--- src/rtl/mod_m_prog_counter_pkg.sv ---
// Shared definitions for the programmable mod-M counter: direction encoding and build defaults.
// MOD_M_WRAP_TALLY_EN is undefined by default; define it to build the wrap tally and its ports.
package mod_m_prog_counter_pkg;

    localparam logic DIR_UP   = 1'b1;
    localparam logic DIR_DOWN = 1'b0;

    localparam int unsigned N_DEF = 8;
    localparam int unsigned M_DEF = 10;
`ifdef MOD_M_WRAP_TALLY_EN
    localparam int unsigned W_DEF = 8;
`endif

endpackage

--- src/rtl/mod_m_wrap_tally.sv ---
// Saturating W-bit wrap counter with sticky overflow; present only when MOD_M_WRAP_TALLY_EN is defined.
// Updates on the edge after i_inc; no backpressure.
`ifdef MOD_M_WRAP_TALLY_EN
module mod_m_wrap_tally #(
    parameter int unsigned W = 8
) (
    input  logic         i_clk,
    input  logic         i_reset,
    input  logic         i_clr,
    input  logic         i_inc,
    output logic [W-1:0] o_cnt,
    output logic         o_ovf
);

    logic [W-1:0] r_cnt;
    logic         r_ovf;

    always_ff @(posedge i_clk or negedge i_reset) begin
        if (!i_reset) begin
            r_cnt <= '0;
            r_ovf <= 1'b0;
        end else if (i_clr) begin
            r_cnt <= '0;
            r_ovf <= 1'b0;
        end else if (i_inc) begin
            // A wrap arriving while already saturated is what marks overflow.
            if (&r_cnt) begin
                r_ovf <= 1'b1;
            end else begin
                r_cnt <= r_cnt + W'(1);
            end
        end
    end

    assign o_cnt = r_cnt;
    assign o_ovf = r_ovf;

endmodule
`endif

--- src/rtl/mod_m_prog_counter.sv ---
// Programmable mod-M up/down counter with clear/load and combinational terminal/zero/wrap ticks.
// q updates one edge after controls are sampled; ticks are zero-latency; no backpressure. Tally under MOD_M_WRAP_TALLY_EN.
module mod_m_prog_counter
    import mod_m_prog_counter_pkg::*;
#(
    parameter int unsigned N = N_DEF,
    parameter int unsigned M = M_DEF
`ifdef MOD_M_WRAP_TALLY_EN
    ,
    parameter int unsigned W = W_DEF
`endif
) (
    input  logic         i_clk,
    input  logic         i_reset,
    input  logic         i_en,
    input  logic         i_up,
    input  logic         i_clr,
    input  logic         i_load,
    input  logic [N-1:0] i_load_val,
    input  logic         i_m_wr,
    input  logic [N-1:0] i_m_in,
    output logic [N-1:0] o_q,
    output logic [N-1:0] o_m_cur,
    output logic         o_max_tick,
    output logic         o_min_tick,
    output logic         o_wrap_tick
`ifdef MOD_M_WRAP_TALLY_EN
    ,
    output logic [W-1:0] o_wrap_cnt,
    output logic         o_wrap_ovf
`endif
);

    // M == 2**N truncates to 0, which is the encoding for the full 2**N range.
    localparam logic [N:0]   M_FULL = (N+1)'(M);
    localparam logic [N-1:0] M_RST  = M_FULL[N-1:0];

    logic [N-1:0] r_q;
    logic [N-1:0] r_m;

    logic [N:0]   w_m_eff;
    logic [N:0]   w_m_top;
    logic [N-1:0] w_top_n;
    logic [N:0]   w_q_ext;
    logic         w_max;
    logic         w_min;
    logic         w_oor;
    logic         w_dir_up;
    logic         w_dir_dn;
    logic [N-1:0] w_load_sat;
    logic [N-1:0] w_q_nxt;
    logic         w_wrap;

    // One extra bit so a modulus of 2**N and its top value never overflow.
    assign w_m_eff  = (r_m == '0) ? {1'b1, {N{1'b0}}} : {1'b0, r_m};
    assign w_m_top  = w_m_eff - (N+1)'(1);
    assign w_top_n  = w_m_top[N-1:0];
    assign w_q_ext  = {1'b0, r_q};
    assign w_max    = (w_q_ext >= w_m_top);
    assign w_oor    = (w_q_ext > w_m_top);
    assign w_min    = (r_q == '0);
    assign w_dir_up = (i_up == DIR_UP);
    assign w_dir_dn = (i_up == DIR_DOWN);

    assign w_load_sat = ({1'b0, i_load_val} > w_m_top) ? w_top_n : i_load_val;

    always_comb begin
        w_q_nxt = r_q;
        if (i_clr) begin
            w_q_nxt = '0;
        end else if (i_load) begin
            w_q_nxt = w_load_sat;
        end else if (i_en) begin
            if (w_dir_up) begin
                w_q_nxt = w_max ? '0 : r_q + N'(1);
            end else begin
                w_q_nxt = (w_min || w_oor) ? w_top_n : r_q - N'(1);
            end
        end
    end

    assign w_wrap = i_en & ~i_clr & ~i_load &
                    ((w_dir_up & w_max) | (w_dir_dn & (w_min | w_oor)));

    // Modulus writes land independently of counting, which still sees the old modulus this edge.
    always_ff @(posedge i_clk or negedge i_reset) begin
        if (!i_reset) begin
            r_q <= '0;
            r_m <= M_RST;
        end else begin
            r_q <= w_q_nxt;
            if (i_m_wr) begin
                r_m <= i_m_in;
            end
        end
    end

    assign o_q         = r_q;
    assign o_m_cur     = r_m;
    assign o_max_tick  = w_max;
    assign o_min_tick  = w_min;
    assign o_wrap_tick = w_wrap;

`ifdef MOD_M_WRAP_TALLY_EN
    mod_m_wrap_tally #(
        .W (W)
    ) u_wrap_tally (
        .i_clk   (i_clk),
        .i_reset (i_reset),
        .i_clr   (i_clr),
        .i_inc   (w_wrap),
        .o_cnt   (o_wrap_cnt),
        .o_ovf   (o_wrap_ovf)
    );
`endif

endmodule

--- config.mk ---
export PLATFORM = sky130hd
export DESIGN_NAME = mod_m_prog_counter
export DESIGN_NICKNAME = d
export VERILOG_FILES = /design/src/rtl/mod_m_prog_counter_pkg.sv /design/src/rtl/mod_m_wrap_tally.sv /design/src/rtl/mod_m_prog_counter.sv
export SDC_FILE = /design/constraint.sdc
export NUM_CORES = 1
export LEC_CHECK = 0
export CAP_MARGIN = 10
export CORE_MARGIN = 2
export CORE_UTILIZATION = 55
export CTS_BUF_LIST = sky130_fd_sc_hd__clkbuf_8
export DETAILED_ROUTE_END_ITERATION = 10
export PLACE_DENSITY = 0.84
export SYNTH_ARGS = -nofsm -noshare
export SYNTH_HDL_FRONTEND = slang
export SYNTH_SLANG_ARGS = --single-unit
export TNS_END_PERCENT = 5
--- constraint.sdc ---
create_clock -name i_clk -period 6.3 [get_ports i_clk]
set_input_delay 1.89 -clock i_clk [delete_from_list [all_inputs] [get_ports i_clk]]
set_output_delay 1.89 -clock i_clk [all_outputs]
set_load 0.1 [all_outputs]
==> impl_results.md, run 1 <==
- Outcome: finished clean
- CTS Hold Bufs: 0
- Syn Area/Cell: around 8.7 µm²
- Crit Path Max Fanout: 8
- Maximum clock frequency: 188 MHz
- Crit share post-route: 0.846
- Pint: 0.000333 W
- Maximum vdd drop: 0.000137 V
- Final hold vios: 0
- GRT Util Overall: 0.288
- Ys flop type: dfrtp_1
- HP Class: flip-flop to flip-flop
- CTS Buffer Depth: 2
- Total number of vias: 2090
- Synth Net Count: 281
- Grt ovf: 0
- Largest net degree at the start of global routing: 17
- Drc violations: 0
- Syn Std Cell Area: 2110 µm²
- Share of layout cells above drive strength 1: 0.169
- P per Cell Area: 279 nW/µm²
- Max Cap Viol: 0
- Initial Util: 0.573
- Comb power frac: 0.656
- Lkg Pwr: 1.02 nW
- Worst-Skew Late Latency: roughly 0.26 ns
- Seq/Total Area, Yosys: 0.191
- Post-CTS Setup Inserts: 0
- EDFF count, synth: 0
- Core Area: 3690 µm²
- Ys async rst share: 1.00
- Slowest-stage cell, CP: dfrtp_1
- H-tree levels: 1
- Post_cts resized: 0
- Layout area overhead: 22.9%
- Clock transition at the registers of the reported paths: roughly 0.07 ns
- Vias in the first global route: ~1.9k
- Sw frac: 0.541
- Die Height: 66.0 µm
- Dpl ws: 1.06 ns
- Clock power share: 0.131
- Ys Warns: 0
- Startpoint Class: flip-flop
- Vias per cell: 6.41
- Largest stage delay, worst path: 0.45 ns
- Clk_skew: 0.00632 ns
- Routed WL: 5.87 mm
- Crit Path Category: flip-flop to output pin
- CTS tree: done
- Wire per inst: 18.0 µm
- Worst EP arrival: approximately 3.4 ns
- WP data required: 4.41 ns
- Root Buffer: clkbuf_8
- RSZ-0062 raised after global routing: no
- Setup tns final: 0 ns
- First-pass GRT wire length: 9.58 mm
- Pre-antenna DRT Iters: 4
- Clock sink total: 16
- ANT cells: 0
- Rows: 22
- Die Wd: 66.0 µm
- Die area: about 4400 µm²
- Sw Pwr: approximately 0.00039 W
- Initial antenna violation count: 0
- Initial DRC Count: 195
- Dpl hpwl: around 4.5 mm
- Rel. slew slack: 0.346
- Nets@finish: 317
- Final Wtd Congestion: 0.946
- #FFs+latches synth: 16
- Netlist cell types: 61
- Final setup fails: 0
- IO Count: 42
- Share of power burned in registers: 0.213
- Slew Limit Fails: 0
- Endpoint class of the critical path: output pin
- Period minus WS final: approximately 5.3 ns
- CTS Buf Count: 3
- Setup WS post-layout: 0.970 ns
- Input/output buffers: slightly above 40
- Crit path cell chain: inv_1 -> ha_1 -> nand2_1 -> nor3_1 -> xor2_1 -> inv_1 -> ha_1 -> nor2b_1 -> a21oi_4 -> o221ai_4 -> a211oi_4 -> nor3_2 -> buf_4
- Post-DRT Antenna Nets: 0
- Mapped Cells: 243
- Slew @ Worst Pin: 0.978 ns
-- path summary, 6_finish.rpt --
path / slack [ns] / endpoint / start / cells past startpoint
hold / removal: 0.60 / o_m_cur[1]$_DFFE_PN1P_ / o_m_cur[1]$_DFFE_PN1P_ / 2
setup / recovery: 0.97 / o_wrap_tick / o_m_cur[0]$_DFFE_PN0P_ / 13
hold reg to reg: 0.60 / o_m_cur[1]$_DFFE_PN1P_ / o_m_cur[1]$_DFFE_PN1P_ / 2
setup reg to reg: 2.84 / o_q[1]$_DFFE_PN0P_ / o_m_cur[0]$_DFFE_PN0P_ / 14
max in group asynchronous: 3.69 / o_q[7]$_DFFE_PN0P_ / i_reset / 1
min in group asynchronous: 2.11 / o_m_cur[4]$_DFFE_PN0P_ / i_reset / 1
-- kinds of logic (layout without fill, tap and decap cells) --
family          after synthesis  count (layout)  synth area share
xor+xnor                     18              18            0.0746
fa+ha+maj                    15              15            0.0888
compound gates               82              82             0.356
flops                        16              16             0.191
mux                           8               8            0.0414
simple gates                 76              76             0.198
buf+inv                      28              63            0.0515
-- flip-flops by register name, summed over array words and instances (netlist names) --
register	flops
o_q	8
o_m_cur	8
-- worst max-delay path, delay by kind of cell, from the launching register on --
family                   cells  cell delay, ns
XOR/XNOR                     1            0.26
buffers and inverters        3            0.48
AND/OR/NAND/NOR              4            0.54
adder cells (fa/ha/maj)      2            0.55
AO/OA/AOI/OAI                3            0.89
flip-flops                   1            0.45
-- per-stage QoR --
step                      power [W]  area, µm²  cells   util  hold WS, ns
after floorplan            0.000512       2120    243      -        0.788
after global placement     0.000616       2540    322  0.690        0.566
after detailed placement   0.000622       2540    322  0.690        0.591
after CTS                  0.000721       2600    326  0.705        0.602
after global routing       0.000765       2600    326  0.705        0.632
final                      0.000725       2600    326  0.705        0.601
-- metal layers --
| metal | global-route usage | routed length, µm | part of all wire | vias to the layer above |
|---|---|---|---|---|
| met1 | 0.411 | 2660 | 0.45 | 997 |
| met5 | 0 | 0 | 0 | - |
| li1 | - | - | - | 998 |
| met2 | 0.446 | 2650 | 0.45 | 77 |
| met4 | 0.0995 | 147 | 0.025 | 0 |
| met3 | 0.0375 | 411 | 0.070 | 18 |
-- placed cells by master, fill, tap and decap left out, drive strengths merged, types with 3 or more instances in the layout --
cell type,instances
clkdlybuf4s50,39
a211oi,22
inv,18
nor2,18
nand2,17
ha,15
dfrtp,14
nand3,12
o211ai,12
xnor2,11
o21bai,8
xor2,7
o21ai,7
a221oi,7
nor3,7
mux2,6
a21oi,5
nor2b,4
clkbuf,4
a31oi,4
o221ai,3
or2,3
-- Yosys cell counts (5+ instances only) --
master    count  area, µm²
inv_1        18       67.6
nor2_1       18       67.6
a211oi_1     15        113
ha_1         15        188
nand2_1      15       56.3
dfrtp_1      14        350
nand3_1      12       60.1
o211ai_1     12       90.1
xnor2_1      11       96.3
o21bai_1      8       60.1
xor2_1        7       61.3
a211oi_2      6       75.1
clkbuf_1      6       22.5
mux2_2        6       67.6
o21ai_0       6       30.0
a221oi_1      5       43.8
-- area by class of cell --
| cell class | count | area [µm²] |
|---|---|---|
| Timing Repair Buffer | 41 | 405 |
| Clock buffer | 4 | 55.1 |
| Tap cell | 48 | 60.1 |
| Multi-Input combinational cell | 199 | 1610 |
| Inverter | 18 | 67.6 |
| Sequential cell | 16 | 403 |
| Fill cell | 318 | 1090 |
-- power groups by stage --
stage | clock network, W | logic, W | registers, W
after global routing | 0.000102 | 0.000506 | 0.000157
final | 0.0000950 | 0.000476 | 0.000154
after CTS | 0.0000968 | 0.000471 | 0.000153
after floorplan | 0 | 0.000280 | 0.000232
after global placement | 0 | 0.000462 | 0.000154
after detailed placement | 0 | 0.000467 | 0.000155
(Power assumes the default switching activity.)
==> inputs of run 2 (changes only) <==
CORE_UTILIZATION = 49   (was 55)
PLACE_DENSITY = 0.79   (was 0.84)
clock period = 4.5 ns   (was 6.3 ns; I/O delays follow)
==> run 2 against run 1 <==
Effect of this change: sequential power up 46%; clock skew down 0.0020 ns; sequential cell count unchanged; critical path type unchanged; largest cell class unchanged; largest power group unchanged; highest routed layer unchanged.
==> impl_results.md, run 2 (synthesis results as in run 1) <==
- WP data required: 3.15 ns (-1.26 ns)
- P per Cell Area: 384 nW/µm² (+38%)
- Setup WS post-layout: 0.0117 ns (-0.958 ns)
- First-pass GRT wire length: 10.3 mm (+7.2%)
- Commonest non-fill, non-tap cell in the layout: clkdlybuf4s50_1
- Root Buffer: clkbuf_8
- GRT Util Overall: 0.265 (-0.0231)
- Worst EP arrival: 3.14 ns (-0.30 ns)
- Grt ovf: 0 (unchanged)
- Slew @ Worst Pin: 0.983 ns (+0.00523 ns)
- Dpl ws: 0.128 ns (-0.932 ns)
- Total number of vias: 2189 (+4.7%)
- Crit share post-route: 0.997
- Layout area overhead: 39.6%
- Startpoint Class: flip-flop
- Crit Path Category: flip-flop to output pin
- Endpoint class of the critical path: output pin
- Pre-antenna DRT Iters: 4 (unchanged)
- CTS Buffer Depth: 2 (unchanged)
- CTS Buf Count: 3 (unchanged)
- Commonest non-fill, non-tap cells in the layout: clkdlybuf4s50_1 (38), buf_4 (20), nor2_1 (17)
- H-tree levels: 1 (unchanged)
- Initial Util: 0.517 (-0.0558)
- Wire per inst: 18.8 µm (+4.5%)
- Maximum vdd drop: 0.000179 V (+31%)
- Crit Path Max Fanout: 4 (-4)
- Slowest-stage cell, CP: dfstp_4
- Dpl hpwl: 4.87 mm (+8.5%)
- Die Wd: 69.7 µm (+5.6%)
- Die Height: 69.7 µm (+5.6%)
- Rel. slew slack: 0.343 (-0.00350)
- Post-DP Area: 2670 µm² (+4.9%)
- Post-DRT Antenna Nets: 0 (unchanged)
- Largest stage delay, worst path: 0.65 ns (+0.20 ns)
- CTS tree: done
- Nets@finish: 338 (+6.6%)
- Vias in the first global route: 2024 (+4.1%)
- HP Class: flip-flop to flip-flop
- Core Area: 4090 µm² (+11%)
- Maximum clock frequency: between 200 and 250 MHz
- Initial antenna violation count: 0 (unchanged)
- Input/output buffers: 41 (unchanged)
- Post-layout util: 0.723 (+0.0181)
- Final Wtd Congestion: 0.930 (-1.7%)
- Slew Limit Fails: 0 (unchanged)
- Max Cap Viol: 0 (unchanged)
- Clk_skew: 0.00433 ns (-0.00198 ns)
- Rows: 23 (+4.5%)
- Routed WL: 6.56 mm (+12%)
- IO Count: 42 (unchanged)
- Most used cell, CP: nor3_4
- Outcome: finished clean
- Setup tns final: 0 ns (unchanged)
- Final setup fails: 0 (unchanged)
- Crit path cell chain: inv_4 -> ha_2 -> nor2b_2 -> nand3_1 -> nand2_2 -> ha_1 -> and4_1 -> nand4_1 -> buf_4 -> nor3_4 -> a211oi_4 -> nor3_4 -> buf_12
- Clock sink total: 16 (unchanged)
- Vias per cell: 6.27 (-2.2%)
- Share of layout cells above drive strength 1: 0.314 (+0.145)
- Period minus WS final: 4.49 ns
- Worst-Skew Late Latency: 0.27 ns (about the same)
- Lkg Pwr: 1.15 nW (+13%)
- Design Area, Final: 2950 µm² (+14%)
- Largest net degree at the start of global routing: 17 (unchanged)
- Die area: 4860 µm² (+11%)
- Clock transition at the registers of the reported paths: 0.08 ns (about the same)
- Final hold vios: 0 (unchanged)
- Initial DRC Count: 276 (+42%)
- Drc violations: 0 (unchanged)
- ANT cells: 0 (unchanged)
- Tot Pwr: 0.00113 W (+56%)
run 2: cell count changes in the layout (fill, tap and decap cells not counted), moves of 3 or more:
cell / previous run / this run
ha_4: 0 / 4
buf_4: 2 / 20
nor3_4: 0 / 4
nand2_1: 15 / 12
inv_1: 18 / 14
dfrtp_1: 14 / 10
ha_1: 15 / 10
nor3_2: 4 / 1
dfrtp_2: 0 / 3
run 2: area by class of cell:
type	count	area, µm²
Clock buffer	4	55.1
Fill cell	303	1130
Multi-Input combinational cell	199	1750
Sequential cell	16	418
Tap cell	50	62.6
Timing Repair Buffer	62	593
Inverter	18	72.6
run 2: repair_timing:
item / in CTS / in global routing
setup buffers: 4 / 13
endpoints found under the setup margin: 1 / 2
hold buffers: 0 / 0
resized for setup: 4 / 17
gates cloned: 0 / 0
pin swaps: 4 / 14
run 2: worst paths after layout:
kind / from / end / slack [ns] / cells after the start
worst max-delay path: o_m_cur[1]$_DFFE_PN1P_ / o_wrap_tick / 0.01 / 13
worst min-delay path: o_m_cur[4]$_DFFE_PN0P_ / o_m_cur[4]$_DFFE_PN0P_ / 0.68 / 1
worst max register to register: o_m_cur[1]$_DFFE_PN1P_ / o_q[6]$_DFFE_PN0P_ / 1.17 / 14
worst min register to register: o_m_cur[4]$_DFFE_PN0P_ / o_m_cur[4]$_DFFE_PN0P_ / 0.68 / 1
max in group asynchronous: i_reset / o_m_cur[0]$_DFFE_PN0P_ / 2.31 / 1
min in group asynchronous: i_reset / o_q[2]$_DFFE_PN0P_ / 1.57 / 1
run 2: worst max-delay path: cells and delay by family (launching register included):
| family | cells | cell delay [ns] |
|---|---|---|
| and+or+nand+nor | 7 | 1.22 |
| adders and majority gates | 2 | 0.47 |
| buffers and inverters | 3 | 0.44 |
| AOI/OAI and AO/OA | 1 | 0.09 |
| DFF | 1 | 0.65 |
run 2: where the power goes:
part,total (W),switching (W),internal [W]
clock,0.000143,0.0000645,0.0000781
combinational,0.000766,0.000473,0.000293
sequential,0.000225,0.0000602,0.000165
run 2: per-stage QoR:
step | hold WS [ns] | cells
floorplan | 0.767 | 243
global placement | 0.621 | 328
detailed placement | 0.630 | 328
CTS | 0.668 | 336
global route | 0.711 | 349
finish | 0.684 | 349
run 2: routing by layer:
| layer | GRT usage | vias up | wire (µm) |
|---|---|---|---|
| li1 | - | 1037 | - |
| met1 | 0.379 | 1034 | 2830 |
| met2 | 0.415 | 103 | 3040 |
| met3 | 0.0189 | 15 | 528 |
| met4 | 0.105 | 0 | 167 |
| met5 | 0 | - | 0 |
